--- config.mk ---
export PLATFORM = sky130hd
export DESIGN_NAME = serial_rx_pulse_flat
export DESIGN_NICKNAME = d
export VERILOG_FILES = /design/src/rtl/serial_rx_if.sv /design/src/rtl/serial_rx_pulse.sv /design/src/flat_wrapper.sv
export SDC_FILE = /design/constraint.sdc
export NUM_CORES = 1
export LEC_CHECK = 0
export ABC_AREA = 1
export CORE_UTILIZATION = 25
export CTS_CLUSTER_SIZE = 16
export DETAILED_ROUTE_END_ITERATION = 12
export PLACE_DENSITY = 0.39
export SYNTH_ARGS = -nofsm -noshare
export SYNTH_HDL_FRONTEND = slang
export SYNTH_SLANG_ARGS = --single-unit
--- constraint.sdc ---
create_clock -name clock -period 3.6 [get_ports clock]
set_input_delay 0.72 -clock clock [delete_from_list [all_inputs] [get_ports clock]]
set_output_delay 0.72 -clock clock [all_outputs]
set_load 0.05 [all_outputs]
--- src/rtl/serial_rx_if.sv ---
// Link-side bundle for serial_rx_pulse: line input, byte/valid/ack handshake and status flags.
// The receiver takes the slave view; the pin driver and the consumer take the master view.
interface serial_rx_if;
   logic       serial_in;
   logic [7:0] rx_data;
   logic       rx_valid;
   logic       rx_ack;
   logic       frame_error;
   logic       overrun;
   logic       busy;

   modport slave (
      input  serial_in,
      input  rx_ack,
      output rx_data,
      output rx_valid,
      output frame_error,
      output overrun,
      output busy
   );

   modport master (
      output serial_in,
      output rx_ack,
      input  rx_data,
      input  rx_valid,
      input  frame_error,
      input  overrun,
      input  busy
   );
endinterface

--- src/rtl/serial_rx_pulse.sv ---
// Receiver for the strobed single-wire link: start strobe, eight data strobes MSB first, stop
// strobe, all BIT_PERIOD clocks apart. The recovered byte is held in a valid/ack register.
module serial_rx_pulse #(
   parameter int unsigned BIT_PERIOD = 106,
   parameter int unsigned CNT_W      = 10
) (
   input logic        clock,
   input logic        reset,
   serial_rx_if.slave rx
);

   localparam logic [1:0] StIdle = 2'd0;
   localparam logic [1:0] StData = 2'd1;
   localparam logic [1:0] StStop = 2'd2;

   localparam logic [CNT_W-1:0] CntLast = CNT_W'(BIT_PERIOD - 1);

   logic [1:0]       state_q, state_d;
   logic [CNT_W-1:0] cnt_q, cnt_d;
   logic [3:0]       bit_idx_q, bit_idx_d;
   logic [7:0]       shift_q, shift_d;
   logic [7:0]       rx_data_q, rx_data_d;
   logic             rx_valid_q, rx_valid_d;
   logic             frame_error_q, frame_error_d;
   logic             overrun_q, overrun_d;

   logic sample;
   logic stop_sample;
   logic good_stop;
   logic ack_taken;
   logic load_byte;

   // The line is only looked at on the strobe edge; everything in between is ignored.
   assign sample      = (state_q != StIdle) && (cnt_q == CntLast);
   assign stop_sample = (state_q == StStop) && sample;
   assign good_stop   = stop_sample && rx.serial_in;
   assign ack_taken   = rx_valid_q && rx.rx_ack;
   assign load_byte   = good_stop && (!rx_valid_q || rx.rx_ack);

   always_comb begin
      state_d   = state_q;
      cnt_d     = cnt_q;
      bit_idx_d = bit_idx_q;
      shift_d   = shift_q;
      case (state_q)
         StIdle: begin
            if (!rx.serial_in) begin
               state_d   = StData;
               cnt_d     = '0;
               bit_idx_d = '0;
            end
         end
         StData: begin
            cnt_d = sample ? '0 : cnt_q + 1'b1;
            if (sample) begin
               shift_d   = {shift_q[6:0], rx.serial_in};
               bit_idx_d = bit_idx_q + 4'd1;
               if (bit_idx_q == 4'd7) begin
                  state_d = StStop;
               end
            end
         end
         StStop: begin
            cnt_d = sample ? '0 : cnt_q + 1'b1;
            // A low stop symbol is consumed here, never re-used as the next start.
            if (sample) begin
               state_d = StIdle;
            end
         end
         default: begin
            state_d = StIdle;
            cnt_d   = '0;
         end
      endcase
   end

   always_comb begin
      rx_data_d     = load_byte ? shift_q : rx_data_q;
      rx_valid_d    = load_byte || (rx_valid_q && !ack_taken);
      frame_error_d = stop_sample && !rx.serial_in;
      overrun_d     = (good_stop && rx_valid_q && !rx.rx_ack) || (overrun_q && !ack_taken);
   end

   always_ff @(posedge clock or posedge reset) begin
      if (reset) begin
         state_q       <= StIdle;
         cnt_q         <= '0;
         bit_idx_q     <= '0;
         shift_q       <= '0;
         rx_data_q     <= '0;
         rx_valid_q    <= 1'b0;
         frame_error_q <= 1'b0;
         overrun_q     <= 1'b0;
      end else begin
         state_q       <= state_d;
         cnt_q         <= cnt_d;
         bit_idx_q     <= bit_idx_d;
         shift_q       <= shift_d;
         rx_data_q     <= rx_data_d;
         rx_valid_q    <= rx_valid_d;
         frame_error_q <= frame_error_d;
         overrun_q     <= overrun_d;
      end
   end

   assign rx.rx_data     = rx_data_q;
   assign rx.rx_valid    = rx_valid_q;
   assign rx.frame_error = frame_error_q;
   assign rx.overrun     = overrun_q;
   assign rx.busy        = (state_q != StIdle);

endmodule

--- src/flat_wrapper.sv ---
// flat-port wrapper written by rule: the top's interface ports become plain ports
module serial_rx_pulse_flat 
#(
   parameter int unsigned BIT_PERIOD = 106,
   parameter int unsigned CNT_W      = 10
)
  (clock, reset, rx_serial_in, rx_rx_ack, rx_rx_data, rx_rx_valid, rx_frame_error, rx_overrun, rx_busy);
  serial_rx_if rx_i ();
  input logic clock;
  input logic reset;
  input wire logic [$bits(rx_i.serial_in)-1:0] rx_serial_in;
  input wire logic [$bits(rx_i.rx_ack)-1:0] rx_rx_ack;
  output wire logic [$bits(rx_i.rx_data)-1:0] rx_rx_data;
  output wire logic [$bits(rx_i.rx_valid)-1:0] rx_rx_valid;
  output wire logic [$bits(rx_i.frame_error)-1:0] rx_frame_error;
  output wire logic [$bits(rx_i.overrun)-1:0] rx_overrun;
  output wire logic [$bits(rx_i.busy)-1:0] rx_busy;
  assign rx_i.serial_in = rx_serial_in;
  assign rx_i.rx_ack = rx_rx_ack;
  assign rx_rx_data = rx_i.rx_data;
  assign rx_rx_valid = rx_i.rx_valid;
  assign rx_frame_error = rx_i.frame_error;
  assign rx_overrun = rx_i.overrun;
  assign rx_busy = rx_i.busy;
  serial_rx_pulse #(.BIT_PERIOD(BIT_PERIOD), .CNT_W(CNT_W)) u_core (.clock(clock), .reset(reset), .rx(rx_i));
endmodule
Word level (Yosys, flattened, before mapping)
Index checks and enable logic that the tools add are counted.
Widths: inputs -> output; s select.
Cells by class
  add/sub/neg operators: 2
  equality and inequality tests: 8
  mux-type cells: 11
  reductions and logical operators: 24
Operator list (number)
  $mux 10: 2
  $pmux 10 s2: 1
  $add 10x1->10 const B: 1
  $eq 10x7->1 const B: 1
  $logic_and 1x1->1: 10
  $mux 2: 4
  $mux 4: 2
  $pmux 4 s2: 1
  $ne 2x1->1 const B: 3
  $pmux 2 s3: 1
  $add 4x1->4 const B: 1
  $eq 4x3->1 const B: 1
  $logic_not 1->1: 4
  $reduce_and 4->1: 1
  $reduce_bool 2->1: 2
  $logic_or 1x1->1: 3
  $reduce_and 3->1: 1
  $eq 2x1->1 const B: 1
  $eq 2x2->1 const B: 1
  $logic_not 2->1: 1
  $ne 2x2->1 const B: 1
  $reduce_and 2->1: 1
  $reduce_or 2->1: 1
Storage, ports and cells
  bits in registers: 35
  input bits: 4
  output and inout bits: 12
  word-level logic and storage cells: 53

Logic depth before layout (Yosys ltp)
Gate-level depths: netlist (run 1).
  depth in word-level cells: 7
  depth in mapped cells: 11
  mapped depth without buffers: 10

Least setup slack after synthesis (run 1)
No wires, ideal clock.
  kind: register -> register
  from: reg u_core.state_q[0]
  to: reg u_core.state_q[1]
  library setup time: 0.117 ns
  arrival time: 1.643 ns
  data required time: 3.483 ns
  path slack: 1.840 ns
  cell stages (with the launch flop): 11
  buffers on the path: 0
  clock period less this slack: 1.760 ns
  cells stage by stage: dfrtp_1 -> inv_1 -> ha_1 -> inv_2 -> nand2_1 -> nor2_2 -> nand3_1 -> a21oi_1 -> nand2_1 -> nand2_1 -> nand2_1
On the way
  cells in the longest elaborated chain, start to end: 4
  elaborated cells on any way between the ends: 11
  those cells by class: 6 x eq/ne; 1 x mux; 4 x reduce/logical
RTL lines
  start: declaration: line serial_rx_pulse.sv:18  | logic [1:0] state_q, state_d;
  start signal: assignment: line serial_rx_pulse.sv:86  | state_q <= StIdle;
  start signal: assignment: line serial_rx_pulse.sv:95  | state_q <= state_d;
  $reduce_bool 2->1 (*)
  named net rx_busy: line flat_wrapper.sv:17  | output wire logic [$bits(rx_i.busy)-1:0] rx_busy;
  $logic_and 1x1->1 (*): line serial_rx_pulse.sv:34  | assign sample = (state_q != StIdle) && (cnt_q == CntLast);
  $ne 2x1->1 (no line)
  $reduce_and 4->1 (no line) (*)
Mark *: on every way through the listed nets, which the timed path passes. The rest lies on a longest branch.
A chain may end at the register's enable or synchronous reset.

Final worst setup path (run 1)
  from: reg u_core.state_q[0]
  to: out rx_busy
On the way
  cells in the longest elaborated chain, start to end: 1
RTL lines
  $reduce_bool 2->1: line serial_rx_pulse.sv:110  | assign rx.busy = (state_q != StIdle);
  end: declaration: line flat_wrapper.sv:17
No other way between the ends.

==> results.md, run 1 <==
- Syn. warnings: 0
- Worst hold path type: flop to flop
- Slew HR: 67.27%
- Most used DFF post-synth: dfrtp_1
- Vias/cell: slightly above 4
- Setup violators final: 0
- Layout cells sized above 1: between 10 and 15%
- Row count: 30
- PD cells: 495.3 nW/um^2
- Wire length on met2: about 1600 um
- Max-slew violation count: 0
- Clock Skew: about 6.5 ps
- RSZ-0062 raised after global routing: false
- Mapped Area: ~1800 sq um
- Die Ht: ~87 um
- Die W: 86.81 um
- Syn_nets: 216
- Gr usage total: between 10% and 20%
- Hold Slack: a little under 500 ps
- Hold Vio Cnt, Final: 0
- Htree depth: 2
- Max cap viols: 0
- Antenna-violating nets left: 0
- Startpoint types: flop
- Status: complete, no violations
- Pin count of the biggest net entering global routing: 36
- Yosys reg bits: 35
- Starting Density: around a quarter
- Setup ws final: between 1000 and 1500 ps
- Cell Area, Placed: slightly above 2000 sq um
- DRT Pass-1 Iters: 4
- Fin crit share: between 70% and 80%
- Worst-Margin Slew: between 400 and 500 ps
- Routability cong.: around 0.72
- IO buf count: 15
- Share of async-settable or async-resettable flops after synthesis: between 90% and 100%
- Fin nets: ~240
- Total CTS buffers: 5
- Tmin final: 2577 ps
- Setup bufs post-CTS: 0
- Antenna Cells: 0
- Worst Setup End Kind: output pin
- Drt initial violations: 50
- Leakage power: about 1 nW
- Top cells by count, synth: 50 x nand2_1, 35 x dfrtp_1, 28 x inv_1, 14 x nor2_1, 13 x nand3_1
- Setup slack, reg-to-reg: roughly 1800 ps
- Kind of critical path: flop to output pin
- CP max FO: 4
- Vias: about 1300
- Met3 wire length: just over 100 um
- Layout fillers: 733
- Crit path DAT: approximately 1900 ps
- Boundary pin count: 16
- Top Metal Used: met4
- Global-route wire length before repair: a little over 6000 um
- Area contributors post-synth: dfrtp_1 49%, nand2_1 10%, inv_1 5.8%
- Hold buffer count at cts: 0
- Setup_tns: 0 ps
- Vias in the first global route: 1339
- Peak Freq: a little under 0.4 GHz
- Routed metal-1 wirelength: 1661 um
- Reg clk slew, reported paths: roughly 70 ps
- Post-CTS Resized: 0
- CORE AREA: between 6000 and 7000 sq um
- Initial antenna violation count: 0
- Design Area, Final: roughly 2100 sq um
- Count leader, synth: nand2_1
- CTS tree: done
- Cells after synthesis: around 200
- Num Clock Sinks: 35
- Root Buffer Master: clkbuf_8
- Synth top area share: slightly below 50%
- Synth cell types: 29
- IR Drop Worst-Case VDD: 0.1843 mV
- Die footprint: ~7500 sq um
- Routed WL: 3368 um
- Synthesis-to-finish area growth: 18.93%
- Mean Syn Cell Area: slightly below 9 sq um
- Detailed placement HPWL: between 2000 and 2500 um
- Max clock buf depth: 2
- Clk Latency, worst-skew pair: 280 ps
- Post-synth EDFFs: 0
- Wire length per cell: roughly 10 um
- Area leader, netlist: dfrtp_1
- Required @ worst endpoint: between 2000 and 3000 ps
- GR Overflow Total: 0
- Sequential share of the synthesized area: approximately half
- Drt drc: 0
- Post-Place Setup Slack: ~1300 ps
sequential cells by signal, summed over array words and instances, names as in the netlist:
signal	flops
u_core.bit_idx_q	4
u_core.cnt_q	10
u_core.shift_q	8
u_core.rx.overrun	1
u_core.rx.frame_error	1
u_core.rx.rx_data	8
u_core.rx.rx_valid	1
u_core.state_q	2
critical path, cell delays in order (launching register included):
cell and delay [ps]:
dfrtp_1 370, inv_1 90, ha_1 230, inv_2 90, clkdlybuf4s50_1 800
cells in the final DEF (no fill, tap or decap), types with 2 or more instances in the layout:
cell	instances
clkbuf_8	5
xor2_1	2
clkinv_2	2
nand2_2	6
o21ai_1	8
a21oi_1	4
dfrtp_1	35
inv_2	4
o21ai_0	8
nand2_1	50
nor3_1	2
nand3_1	13
ha_1	7
inv_1	28
o21ai_2	8
clkdlybuf4s50_1	15
nor2_1	14
area by class of cell:
class / instances / area (sq um) / share of cell area, %
Clock inverter: 2 / 12.51 / 0.5851
Tap cell: 96 / 120.1 / 5.617
Clock buffer: 6 / 72.57 / 3.394
Sequential cell: 35 / 875.8 / 40.96
Multi-Input combinational cell: 135 / 774.5 / 36.22
Timing Repair Buffer: 16 / 157.7 / 7.373
Inverter: 33 / 125.1 / 5.851
through the flow:
stage	utilization (%)	cells	total power, mW
after global routing	31.13	323	1.143
after floorplan	-	205	0.7041
final	31.13	323	1.059
after CTS	31.13	323	1.083
after detailed placement	29.89	315	0.7936
after global placement	29.89	315	0.8022
layer usage:
| metal | global-route usage [%] | vias up |
|---|---|---|
| li1 | - | 692 |
| met1 | 12.66 | 608 |
| met5 | 0 | - |
| met4 | 5.000 | 0 |
| met2 | 17.82 | 15 |
| met3 | 3.143 | 5 |
kinds of logic after synthesis:
logic type	synth area share [%]
simple gates	25.26
xor+xnor	0.9744
fa+ha+maj	4.871
compound gates	11.97
flops	48.71
buf+inv	8.211
power breakdown:
| group | total [mW] | leakage, nW | switching (mW) | internal, mW |
|---|---|---|---|---|
| sequential | 0.445 | 0.476 | 0.0243 | 0.421 |
| combinational | 0.335 | 0.464 | 0.231 | 0.104 |
| clock | 0.279 | 0.0412 | 0.144 | 0.135 |
| total | 1.06 | 0.981 | 0.399 | 0.660 |
final timing paths:
| check | cells past startpoint | from | endpoint |
|---|---|---|---|
| setup reg to reg | 10 | u_core.state_q[0] | u_core.state_q[0] |
| hold reg to reg | 2 | u_core.rx.rx_data[0] | u_core.rx.rx_data[0] |
| hold / removal | 2 | u_core.rx.rx_data[0] | u_core.rx.rx_data[0] |
| min in group asynchronous | 3 | reset | u_core.rx.rx_data[4] |
| setup / recovery | 4 | u_core.state_q[0] | rx_busy |
| max in group asynchronous | 3 | reset | u_core.cnt_q[8] |
(Power assumes the default switching activity.)
==> run 2, diff against run 1 <==
- clock period: 3.6 -> 2.7 ns (I/O delays scaled with it)
==> run 2 against run 1 <==
Flip-flop and latch count did not move. Clock power up 34%. Non-clock buffer count unchanged. Die area unchanged. Highest routed layer unchanged. Combinational power grew 34%.
==> results.md, run 2 (same netlist as run 1, synthesis figures left out) <==
- Status: complete, no violations (unchanged)
- Synthesis-to-finish area growth: 18.93% (unchanged)
- Crit-path leading delay family: buffers and inverters (unchanged)
- RSZ-0062 raised after global routing: false (unchanged)
- Switching share of total power: 37.82% (was 37.68%)
- Total power draw: 1.416 mW (was 1.059 mW)
- Layout fillers: 748 (was 733)
- Routability cong.: 0.7195 (was 0.7194)
- Crit path DAT: 1850 ps (was 1860 ps)
- Top reg by flops: u_core.cnt_q (unchanged)
- Largest register FFs: 10 (unchanged)
- Fin nets: 237 (unchanged)
- Post-Layout Cell Count: 323 (unchanged)
- Routed WL: 3347 um (was 3368 um)
- Boundary pin count: 16 (unchanged)
- Fin crit share: about nine tenths
- Worst-Margin Slew: 492.2 ps (was 489.4 ps)
- Max cap viols: 0 (unchanged)
- Setup slack, reg-to-reg: 890 ps (was 1800 ps)
- Hold endpoint: u_core.rx.rx_data[0] (unchanged)
- Vias: 1308 (was 1320)
- Num Clock Sinks: 35 (unchanged)
- PD cells: 662.2 nW/um^2 (was 495.3 nW/um^2)
- Detailed placement HPWL: 2434 um (was 2448 um)
- Placed cell count: 315 (unchanged)
- Slew HR: 67.09% (was 67.27%)
- Ordered list of cells on the worst path: inv_1 > ha_1 > inv_2 > clkdlybuf4s50_1 (unchanged)
- Flop pwr share: 41.9% (was 42.0%)
- Post-CTS Resized: 0 (unchanged)
- Global-route wire length before repair: 6203 um (was 6099 um)
- Clk Latency, worst-skew pair: 280 ps (about the same)
- Most frequent cells in the layout: 50 x nand2_1, 35 x dfrtp_1, 28 x inv_1 (unchanged)
- Required @ worst endpoint: 2160 ps (was 2880 ps)
- Max clock buf depth: 2 (unchanged)
- Root Buffer Master: clkbuf_8 (unchanged)
- Leading cell type in the layout, fill and taps excluded: nand2_1 (unchanged)
- RR Startpoint: u_core.state_q[0] (unchanged)
- Clock power frac: 26.4% (about the same)
- Leakage power: 0.9806 nW (unchanged)
- Hold buffer count at cts: 0 (unchanged)
- Worst hold path type: flop to flop (unchanged)
- Core Util, Final: 31.13% (unchanged)
- Switching pwr: 535.4 uW (was 399.1 uW)
- Worst R2R Path Depth: 10 (unchanged)
- Total CTS buffers: 5 (unchanged)
- Hold Slack: 482.0 ps (was 481.9 ps)
- Row count: 30 (unchanged)
- Wire length per cell: 10.36 um (was 10.43 um)
- Die W: 86.81 um (unchanged)
- Buffers & Inverters on Critical Path: 3 (unchanged)
- Worst Setup End Kind: output pin (unchanged)
- GR Overflow Total: 0 (unchanged)
- Peak Freq: around 0.42 GHz
- CORE AREA: 6869 sq um (unchanged)
- Startpoint types: flop (unchanged)
- Hold Vio Cnt, Final: 0 (unchanged)
- Die footprint: 7535 sq um (unchanged)
- Htree depth: 2 (unchanged)
- CTS tree: done (unchanged)
- Reg clk slew, reported paths: 70 ps (about the same)
- Crit-path max cell delay: 800 ps (about the same)
- Setup bufs post-CTS: 0 (unchanged)
- IO buf count: 15 (unchanged)
- Slowest CP cell: clkdlybuf4s50_1 (unchanged)
- Antenna Cells: 0 (unchanged)
- Vias/cell: 4.050 (was 4.087)
- Drt initial violations: 49 (was 50)
- Tmin final: ~2400 ps
- Gr usage total: 10.89% (was 10.70%)
- R2r endpoint: u_core.state_q[0] (unchanged)
- IR Drop Worst-Case VDD: 0.2644 mV (was 0.1843 mV)
- Hold Path Depth: 2 (unchanged)
- Vias in the first global route: 1351 (was 1339)
- Combinational share of power: 31.6% (about the same)
- Pin count of the biggest net entering global routing: 36 (unchanged)
- Antenna-violating nets left: 0 (unchanged)
- Setup_tns: 0 ps (unchanged)
- Die Ht: 86.81 um (unchanged)
- Layout cells sized above 1: 14.54% (unchanged)
- DRT Pass-1 Iters: 4 (unchanged)
- Internal Pwr Total: 880.5 uW (was 660.1 uW)
- Drt drc: 0 (unchanged)
- Setup violators final: 0 (unchanged)
- HP Start: u_core.rx.rx_data[0] (unchanged)
- Starting Density: 26.17% (unchanged)
- Kind of critical path: flop to output pin (unchanged)
- Initial antenna violation count: 0 (unchanged)
- CP max FO: 4 (unchanged)
- Clock Skew: 7.184 ps (was 6.456 ps)
- Max-slew violation count: 0 (unchanged)
## run 2: worst max path at each step
stage,end,cells past startpoint,start
after floorplan,u_core.state_q[1],10,u_core.state_q[0]
after global placement,u_core.cnt_q[9],7,rx_serial_in
after detailed placement,u_core.cnt_q[9],7,rx_serial_in
after CTS,rx_busy,4,u_core.state_q[0]
after global routing,rx_busy,4,u_core.state_q[0]
final,rx_busy,4,u_core.state_q[0]
## run 2: area by class of cell
class	count	area, sq um	share of cell area, %
Tap cell	96	120.1	5.617
Clock buffer	6	72.57	3.394
Inverter	33	125.1	5.851
Sequential cell	35	875.8	40.96
Clock inverter	2	12.51	0.5851
Timing Repair Buffer	16	157.7	7.373
Multi-Input combinational cell	135	774.5	36.22
## run 2: metal layers
| metal | GRT usage, % | vias to the layer above | share of wire, % |
|---|---|---|---|
| li1 | - | 690 | - |
| met1 | 13.02 | 599 | 49 |
| met2 | 17.97 | 14 | 46 |
| met3 | 3.143 | 5 | 2.9 |
| met4 | 5.152 | 0 | 1.4 |
| met5 | 0 | - | 0 |
## run 2: through the flow
stage          worst slack (ps)  area (sq um)
6_report                  305.9          2138
5_1_grt                   185.5          2138
4_1_cts                   277.6          2138
3_5_place_dp              590.9          2053
3_3_place_gp              629.3          2053
2_1_floorplan             940.1          1798
## run 2: tightest hold or removal path, stage by stage (launching register included)
cell     delay, ps
dfrtp_1        340
nand2_1         60
o21ai_2         40
## run 2: power groups by stage
| stage | Combinational [mW] | Sequential [mW] | Clock, mW |
|---|---|---|---|
| after floorplan | 0.336 | 0.603 | 0 |
| after global placement | 0.465 | 0.604 | 0 |
| after CTS | 0.460 | 0.593 | 0.395 |
| final | 0.448 | 0.594 | 0.374 |
| after global routing | 0.511 | 0.601 | 0.415 |
| after detailed placement | 0.459 | 0.604 | 0 |
